===== config.mk =====
export PLATFORM = sky130hd
export DESIGN_NAME = nibble_serial_adder
export DESIGN_NICKNAME = d
export VERILOG_FILES = /design/src/rtl/nibble_serial_adder.sv
export SDC_FILE = /design/constraint.sdc
export NUM_CORES = 1
export LEC_CHECK = 0
export BUFFER_PORTS_ARGS = -buffer_cell sky130_fd_sc_hd__buf_2
export CORE_AREA = 8 8 79 81
export CTS_CLUSTER_DIAMETER = 30
export DETAILED_ROUTE_END_ITERATION = 12
export DIE_AREA = 0 0 87 89
export GPL_TIMING_DRIVEN = 0
export PLACE_DENSITY = 0.83
export RECOVER_POWER = 25
export SYNTH_ARGS = -nofsm -noshare
export SYNTH_HDL_FRONTEND = slang
export SYNTH_SLANG_ARGS = --single-unit

===== constraint.sdc =====
create_clock -name clk -period 2.7 [get_ports clk]
set_input_delay 0.135 -clock clk [delete_from_list [all_inputs] [get_ports clk]]
set_output_delay 0.135 -clock clk [all_outputs]
set_load 0.02 [all_outputs]

===== src/rtl/nibble_serial_adder.sv =====
// Nibble-serial adder: sequences a WORDS-nibble add through an external
// 4-bit ripple adder, one nibble per clock, with valid/ready on both sides.
module nibble_serial_adder #(
  parameter int WORDS = 4
) (
  input  logic                 clk,
  input  logic                 rst_n,
  input  logic                 in_valid,
  output logic                 in_ready,
  input  logic [4*WORDS-1:0]   a,
  input  logic [4*WORDS-1:0]   b,
  input  logic                 cin,
  output logic [3:0]           slice_a,
  output logic [3:0]           slice_b,
  output logic                 slice_cin,
  input  logic [3:0]           slice_sum,
  input  logic                 slice_carry,
  output logic                 out_valid,
  input  logic                 out_ready,
  output logic [4*WORDS-1:0]   sum,
  output logic                 cout,
  output logic                 ovf
);

  localparam int N  = 4 * WORDS;
  localparam int KW = $clog2(WORDS);
  localparam logic [KW-1:0] LAST = KW'(WORDS - 1);

  typedef enum logic [1:0] {
    IDLE = 2'd0,
    RUN  = 2'd1,
    DONE = 2'd2
  } state_t;

  state_t        state_q, state_d;
  logic          in_ready_q, in_ready_d;
  logic          out_valid_q, out_valid_d;
  logic [N-1:0]  a_q, a_d;
  logic [N-1:0]  b_q, b_d;
  logic [N-1:0]  sum_q, sum_d;
  logic          carry_q, carry_d;
  logic          cout_q, cout_d;
  logic          ovf_q, ovf_d;
  logic [KW-1:0] k_q, k_d;
  logic          run;

  assign run = (state_q == RUN);

  // Slice ports are quiet outside RUN so the external adder sees zeros.
  always_comb begin
    slice_a   = 4'h0;
    slice_b   = 4'h0;
    slice_cin = 1'b0;
    if (run) begin
      slice_a   = a_q[4*k_q +: 4];
      slice_b   = b_q[4*k_q +: 4];
      slice_cin = carry_q;
    end
  end

  always_comb begin
    state_d     = state_q;
    in_ready_d  = in_ready_q;
    out_valid_d = out_valid_q;
    a_d         = a_q;
    b_d         = b_q;
    sum_d       = sum_q;
    carry_d     = carry_q;
    cout_d      = cout_q;
    ovf_d       = ovf_q;
    k_d         = k_q;
    unique case (state_q)
      IDLE: begin
        if (in_valid) begin
          a_d        = a;
          b_d        = b;
          carry_d    = cin;
          k_d        = '0;
          sum_d      = '0;
          cout_d     = 1'b0;
          ovf_d      = 1'b0;
          in_ready_d = 1'b0;
          state_d    = RUN;
        end
      end
      RUN: begin
        sum_d[4*k_q +: 4] = slice_sum;
        carry_d = slice_carry;
        if (k_q == LAST) begin
          cout_d      = slice_carry;
          // slice_sum[3] is the final sum MSB on the last nibble
          ovf_d       = (a_q[N-1] == b_q[N-1]) &&
                        (slice_sum[3] != a_q[N-1]);
          out_valid_d = 1'b1;
          state_d     = DONE;
        end else begin
          k_d = k_q + 1'b1;
        end
      end
      DONE: begin
        if (out_ready) begin
          out_valid_d = 1'b0;
          in_ready_d  = 1'b1;
          state_d     = IDLE;
        end
      end
      default: begin
        out_valid_d = 1'b0;
        in_ready_d  = 1'b1;
        state_d     = IDLE;
      end
    endcase
  end

  always_ff @(posedge clk) begin
    if (!rst_n) begin
      state_q     <= IDLE;
      in_ready_q  <= 1'b1;
      out_valid_q <= 1'b0;
      a_q         <= '0;
      b_q         <= '0;
      sum_q       <= '0;
      carry_q     <= 1'b0;
      cout_q      <= 1'b0;
      ovf_q       <= 1'b0;
      k_q         <= '0;
    end else begin
      state_q     <= state_d;
      in_ready_q  <= in_ready_d;
      out_valid_q <= out_valid_d;
      a_q         <= a_d;
      b_q         <= b_d;
      sum_q       <= sum_d;
      carry_q     <= carry_d;
      cout_q      <= cout_d;
      ovf_q       <= ovf_d;
      k_q         <= k_d;
    end
  end

  assign in_ready  = in_ready_q;
  assign out_valid = out_valid_q;
  assign sum       = sum_q;
  assign cout      = cout_q;
  assign ovf       = ovf_q;

endmodule


==> summary.md, run 1 <==
| Metric | Value |
|---|---|
| Outcome | completed |
| Max Freq | 405 MHz |
| Clk sinks | 57 |
| Hold Vio Cnt, Final | 0 |
| Max-cap violations | 0 |
| Syn nets | 334 |
| Overflow after GRT | 0 |
| Hold EP | b_q[9] |
| Die ar. | 7740 um^2 |
| Clock buffer count from CTS | 9 |
| Startpoint Class | register |
| Worst-margin pin slew | 0.599 ns |
| CTS max path bufs | 2 |
| RePlAce Congestion | 0.845 |
| Ys Warns | 0 |
| Sequential area share after synthesis | 46.8% |
| Net Sw Frac | 25.3% |
| RR Endpoint | sum[5] |
| DRC viols | 0 |
| Lkg Pwr | 1.20 nW |
| Hold depth | 3 |
| Port Buf Inserts | 69 |
| DRT Pass-1 Iters | 4 |
| Nets@finish | 414 |
| Reg-to-Reg Start | k_q[0] |
| Remaining antenna violation count after routing | 0 |
| Via density | 5.32 |
| Later-pin clock latency in the skew report | 0.33 ns |
| Final worst path period share | 91.5% |
| Number of global-route vias before repair | 2335 |
| Sequential cell area | 1140 um^2 |
| Worst path arrival time | 2.73 ns |
| Sequential share of power | 46.7% |
| Switch Pwr | 0.488 mW |
| Setup WS pre-CTS | 0.277 ns |
| Mapped Avg Cell Area | 8.53 um^2 |
| Worst path slowest cell | nor4bb_1 |
| Crit-path cells | clkbuf_1, buf_4, inv_1, ha_1, nor4bb_1, nand3_1, o22ai_1 |
| Worst vdd ir | 0.423 mV |
| PostCTS Resize Cnt | 0 |
| Initial DRC count | 140 |
| Diode count | 0 |
| Commonest non-fill, non-tap cells in the layout | nand2_1, dfxtp_1, buf_2, a21oi_1, clkbuf_1 |
| Register bit count reported by yosys | 57 |
| Final min period | 2.47 ns |
| Endpoints failing setup | 0 |
| H-tree levels | 3 |
| CTS tree | yes |
| Setup Skew | 0.00680 ns |
| Clk pwr share | 41.2% |
| Pin count of the biggest net entering global routing | 11 |
| Crit path max fanout | 10 |
| CP Data Required Time | 2.96 ns |
| Post-Syn Area | 2440 um^2 |
| Multi-input logic area | 1200 um^2 |
| Max incr delay on CP | 0.46 ns |
| TNS Setup | 0 ns |
| Layout cells sized above 1 | 21.9% |
| Part of the power in combinational logic | 12.1% |
| Detail Placement HPWL | 4.96 mm |
| Min-delay worst type | in2reg |
| DIE HEIGHT | 89 um |
| CTS root buffer | clkbuf_8 |
| Int Power | 1.44 mW |
| Flop2flop setup slack | 0.23 ns |
| DR vias | 2339 |
| Reg clk slew, reported paths | 0.06 ns |
| CTS Hold Bufs | 0 |
| Routed len/inst | 15.1 um |
| FILL cells | 449 |
| CORE AREA | 4980 um^2 |
| Initial antenna violation count | 0 |
| DIE WIDTH | 87 um |
| Io pins | 71 |
| Global-route wire length before repair | 10.8 mm |
| Postcts setup bufs | 0 |
| Global-route usage over all layers | 17.9% |
| Area Growth Syn to Fin | 24.7% |
| P per Cell Area | 634 nW/um^2 |
| Hold_sp | b[9] |
| Most common cell after layout, fill and taps aside | nand2_1 |
| Crit path setup slack, layout | 0.230 ns |
| Final slew viol count | 0 |
| RSZ-0062 raised after global routing | no |
| Mapped Cells | 286 |
| Critical path endpoint category | register |
| Final hold slack | 0.0389 ns |
| Max-slew headroom at the worst pin | 60.1% |
| Distinct cells, synth | 33 |
| Initial Utilization | 49.0% |
| Crit path kind | reg2reg |
| Routed wire length | 6.65 mm |
| Num rows | 26 |
| R2R depth | 7 |
-- stage by stage --
stage	std cells	power, mW	area [um^2]	utilization, %
5_1_grt	440	2.00	3040	61.1
4_1_cts	440	1.93	3070	61.6
6_report	440	1.93	3040	61.1
3_5_place_dp	425	1.15	2870	57.7
3_3_place_gp	425	1.14	2870	57.7
2_1_floorplan	286	1.07	2440	-
-- synth_stat cells --
cell type	instances	area (um^2)
nand2_1	95	357
dfxtp_1	57	1140
a21oi_1	41	205
o22ai_1	15	93.8
clkbuf_1	13	48.8
and2_1	9	56.3
mux4_2	8	180
ha_1	6	75.1
nor2_1	5	18.8
nand3_1	4	20.0
buf_2	3	15.0
inv_1	3	11.3
o2111ai_1	3	26.3
o21ai_0	3	15.0
buf_1	2	7.51
nand2b_1	2	12.5
a2111oi_0	1	8.76
a22oi_1	1	7.51
and3b_1	1	8.76
buf_4	1	7.51
buf_6	1	11.3
nand2b_2	1	8.76
nand3b_1	1	7.51
nor2b_1	1	6.26
nor3b_2	1	12.5
nor4bb_1	1	10.0
o31ai_1	1	7.51
o32ai_1	1	8.76
o32ai_2	1	16.3
o41ai_1	1	8.76
or2_2	1	6.26
or3b_2	1	8.76
or4_4	1	11.3
-- power by group through the flow --
stage	combinational, mW	sequential [mW]	clock (mW)
2_1_floorplan	0.148	0.919	0
3_3_place_gp	0.227	0.916	0
3_5_place_dp	0.234	0.919	0
4_1_cts	0.235	0.900	0.799
5_1_grt	0.260	0.905	0.839
6_report	0.233	0.901	0.796
-- per-layer routing --
metal | up-vias | GRT usage, % | wire [um]
met5 | - | 0 | 0
met4 | 0 | 9.86 | 113
met3 | 11 | 5.70 | 578
met2 | 107 | 28.2 | 3100
met1 | 1083 | 21.3 | 2860
li1 | 1138 | - | -
-- critical path: cells and delay by family, from the launching register on --
kind | cells | cell delay (ns)
DFF | 1 | 0.39
and+or+nand+nor | 2 | 0.71
AOI/OAI and AO/OA | 1 | 0.21
buffers and inverters | 3 | 0.73
adders and majority gates | 1 | 0.36
-- sequential cells by signal, indices dropped and copies added (netlist names) --
register   count
out_valid      1
k_q            2
sum           16
ovf            1
in_ready       1
b_q           16
a_q           16
carry_q        1
state_q        2
cout           1
-- logic make-up after synthesis --
family | count (synthesis) | synth area share [%]
and+or+nand+nor | 124 | 22.3
AOI/OAI and AO/OA | 68 | 16.3
DFF | 57 | 46.8
buffers and inverters | 23 | 4.15
muxes | 8 | 7.38
adders and majority gates | 6 | 3.08
-- worst max-delay path by stage --
| stage | slack, ns | cells after the start | endpoint | startpoint |
|---|---|---|---|---|
| after floorplan | 0.56 | 6 | sum[14] | k_q[0] |
| after global placement | 0.37 | 6 | sum[14] | k_q[0] |
| after detailed placement | 0.28 | 7 | sum[7] | k_q[0] |
| after CTS | 0.26 | 7 | sum[7] | k_q[0] |
| after global routing | 0.11 | 7 | sum[7] | k_q[0] |
| final | 0.23 | 7 | sum[5] | k_q[0] |
-- final cells by class --
cell class	instances	area share (%)
Clock inverter	3	1.32
Timing Repair Buffer	69	10.5
Tap cell	70	2.88
Multi-Input combinational cell	206	39.4
Inverter	3	0.370
Clock buffer	12	5.10
Buffer	20	2.92
Sequential cell	57	37.5
Power figures use the tool's default switching activity.
==> run 2, diff against run 1 <==
- CTS_BUF_LIST: unset -> sky130_fd_sc_hd__clkbuf_4
==> run 2 against run 1 <==
Power down 9.2%. Largest power group unchanged. First-iteration DRC count up 8.6%. Clock skew up 0.0043 ns. Critical path depth unchanged.
==> summary.md, run 2 (synthesis gave the netlist of run 1 again) <==
| Metric | Value |
|---|---|
| Commonest non-fill, non-tap cells in the layout | nand2_1, dfxtp_1, buf_2, a21oi_1, clkbuf_1 |
| Final slew viol count | 0 (unchanged) |
| DRC viols | 0 (unchanged) |
| H-tree levels | 3 (unchanged) |
| Remaining antenna violation count after routing | 0 (unchanged) |
| Flop2flop setup slack | 0.26 ns (+0.03 ns) |
| Routed len/inst | 15.5 um (+2.8%) |
| RePlAce Congestion | 0.845 (unchanged) |
| Reg clk slew, reported paths | 0.09 ns (+0.03 ns) |
| Final min period | 2.44 ns (-0.0345 ns) |
| Setup Skew | 0.0111 ns (+0.00432 ns) |
| Part of the power in combinational logic | 15.6% (+3.5 points) |
| Endpoints failing setup | 0 (unchanged) |
| DIE HEIGHT | 89 um (unchanged) |
| DR vias | 2499 (+6.8%) |
| Initial DRC count | 152 (+8.6%) |
| DRT Pass-1 Iters | 4 (unchanged) |
| RR Endpoint | sum[5] |
| CTS max path bufs | 2 (unchanged) |
| Nets@finish | 446 (+7.7%) |
| Clk pwr share | 33.0% (-8.2 points) |
| Port Buf Inserts | 69 (unchanged) |
| Later-pin clock latency in the skew report | 0.39 ns (+0.06 ns) |
| Clk sinks | 57 (unchanged) |
| Critical path endpoint category | register |
| Reg-to-Reg Start | k_q[0] |
| DIE WIDTH | 87 um (unchanged) |
| Crit path max fanout | 10 (unchanged) |
| Worst vdd ir | 0.329 mV (-22%) |
| R2R depth | 7 (unchanged) |
| Overflow after GRT | 0 (unchanged) |
| Area Growth Syn to Fin | 34.8% |
| PostCTS Resize Cnt | 0 (unchanged) |
| Switch Pwr | 0.471 mW (-3.6%) |
| Crit path kind | reg2reg |
| Via density | 5.29 (-0.40%) |
| Worst path arrival time | 2.75 ns (+0.02 ns) |
| Max-cap violations | 0 (unchanged) |
| FILL cells | 423 (-5.8%) |
| CP Data Required Time | 3.02 ns (+0.06 ns) |
| Outcome | completed |
| Initial antenna violation count | 0 (unchanged) |
| Startpoint Class | register |
| P per Cell Area | 533 nW/um^2 (-16%) |
| Sequential share of power | 51.4% (+4.7 points) |
| Diode count | 0 (unchanged) |
| Most common cell after layout, fill and taps aside | nand2_1 |
| Hold Vio Cnt, Final | 0 (unchanged) |
| Max-slew headroom at the worst pin | 60.0% (about the same) |
| Lkg Pwr | 1.30 nW (+8.5%) |
| Num rows | 26 (unchanged) |
| Io pins | 71 (unchanged) |
| Layout cells sized above 1 | 19.9% (-2.0 points) |
| Max Freq | 411 MHz (+1.4%) |
| CTS root buffer | clkbuf_4 |
| Worst-margin pin slew | 0.600 ns (+0.000898 ns) |
| TNS Setup | 0 ns (unchanged) |
| Detail Placement HPWL | 4.96 mm (unchanged) |
| Number of global-route vias before repair | 2568 (+10%) |
| Initial Utilization | 49.0% (unchanged) |
| Final hold slack | 0.0232 ns (-0.0157 ns) |
| Global-route wire length before repair | 11.9 mm (+11%) |
| Pin count of the biggest net entering global routing | 11 (unchanged) |
| Global-route usage over all layers | 20.3% (+2.3 points) |
| Clock buffer count from CTS | 9 (unchanged) |
| Routed wire length | 7.34 mm (+10%) |
| Int Power | 1.28 mW (-11%) |
| Critical Path Source | k_q[0] |
| CTS tree | yes |
| Worst Setup EP | sum[5] |
| Final worst path period share | 90.2% (-1.3 points) |
| RSZ-0062 raised after global routing | no |
| CORE AREA | 4980 um^2 (unchanged) |
| Min-delay worst type | in2reg |
| Die ar. | 7740 um^2 (unchanged) |
| Net Sw Frac | 26.9% (+1.6 points) |
-- run 2: metrics by stage --
stage                     utilization [%]  total power [mW]  area (um^2)  setup slack [ns]  std cells
final                                66.1              1.75         3290             0.265        472
after global routing                 66.1              1.84         3290             0.105        472
after CTS                            66.6              1.76         3320             0.254        472
after detailed placement             57.7              1.15         2870             0.277        425
after global placement               57.7              1.14         2870             0.374        425
after floorplan                         -              1.07         2440             0.564        286
-- run 2: area by class of cell --
type	instances	area (um^2)	share of cell area, %
well taps	70	87.6	2.66
multi-input cells	206	1200	36.4
inverters	3	11.3	0.342
clock inverters	5	47.5	1.45
repair buffers	101	641	19.5
clock buffers	10	75.1	2.28
flip-flops and latches	57	1140	34.7
plain buffers	20	88.8	2.70
-- run 2: metal layers --
metal	vias to the layer above	part of all wire, %	GRT usage [%]
met2	123	50	33.2
met5	-	0	0
met1	1147	38	21.6
met3	20	9.6	8.18
met4	0	2.3	12.4
li1	1209	-	-
-- run 2: worst min-delay path by stage --
stage,start,endpoint,slack (ns),cells after the start
3_3_place_gp,b[9],b_q[9],0.38,3
6_report,out_ready,state_q[1],0.02,4
5_1_grt,out_ready,state_q[1],0.007,4
4_1_cts,out_ready,state_q[1],0.00005,4
3_5_place_dp,b[15],b_q[15],0.38,3
2_1_floorplan,a[0],a_q[0],0.27,2
-- run 2: worst max-delay path: stages (launching register included) --
cell	delay, ns
dfxtp_1	0.41
clkbuf_1	0.33
buf_4	0.28
inv_1	0.12
ha_1	0.36
nor4bb_1	0.43
nand3_1	0.23
o22ai_1	0.21
-- run 2: what timing repair did --
| item | CTS | global route |
|---|---|---|
| hold buffers | 32 | 0 |
| endpoints found under the hold margin | 32 | 0 |
| endpoints found under the setup margin | 0 | 0 |
| setup buffers | 0 | 0 |
-- run 2: power groups by stage --
stage	sequential (mW)	clock, mW	combinational, mW
after floorplan	0.919	0	0.148
after global placement	0.916	0	0.227
after detailed placement	0.919	0	0.234
after CTS	0.899	0.592	0.271
after global routing	0.905	0.635	0.301
final	0.900	0.579	0.273
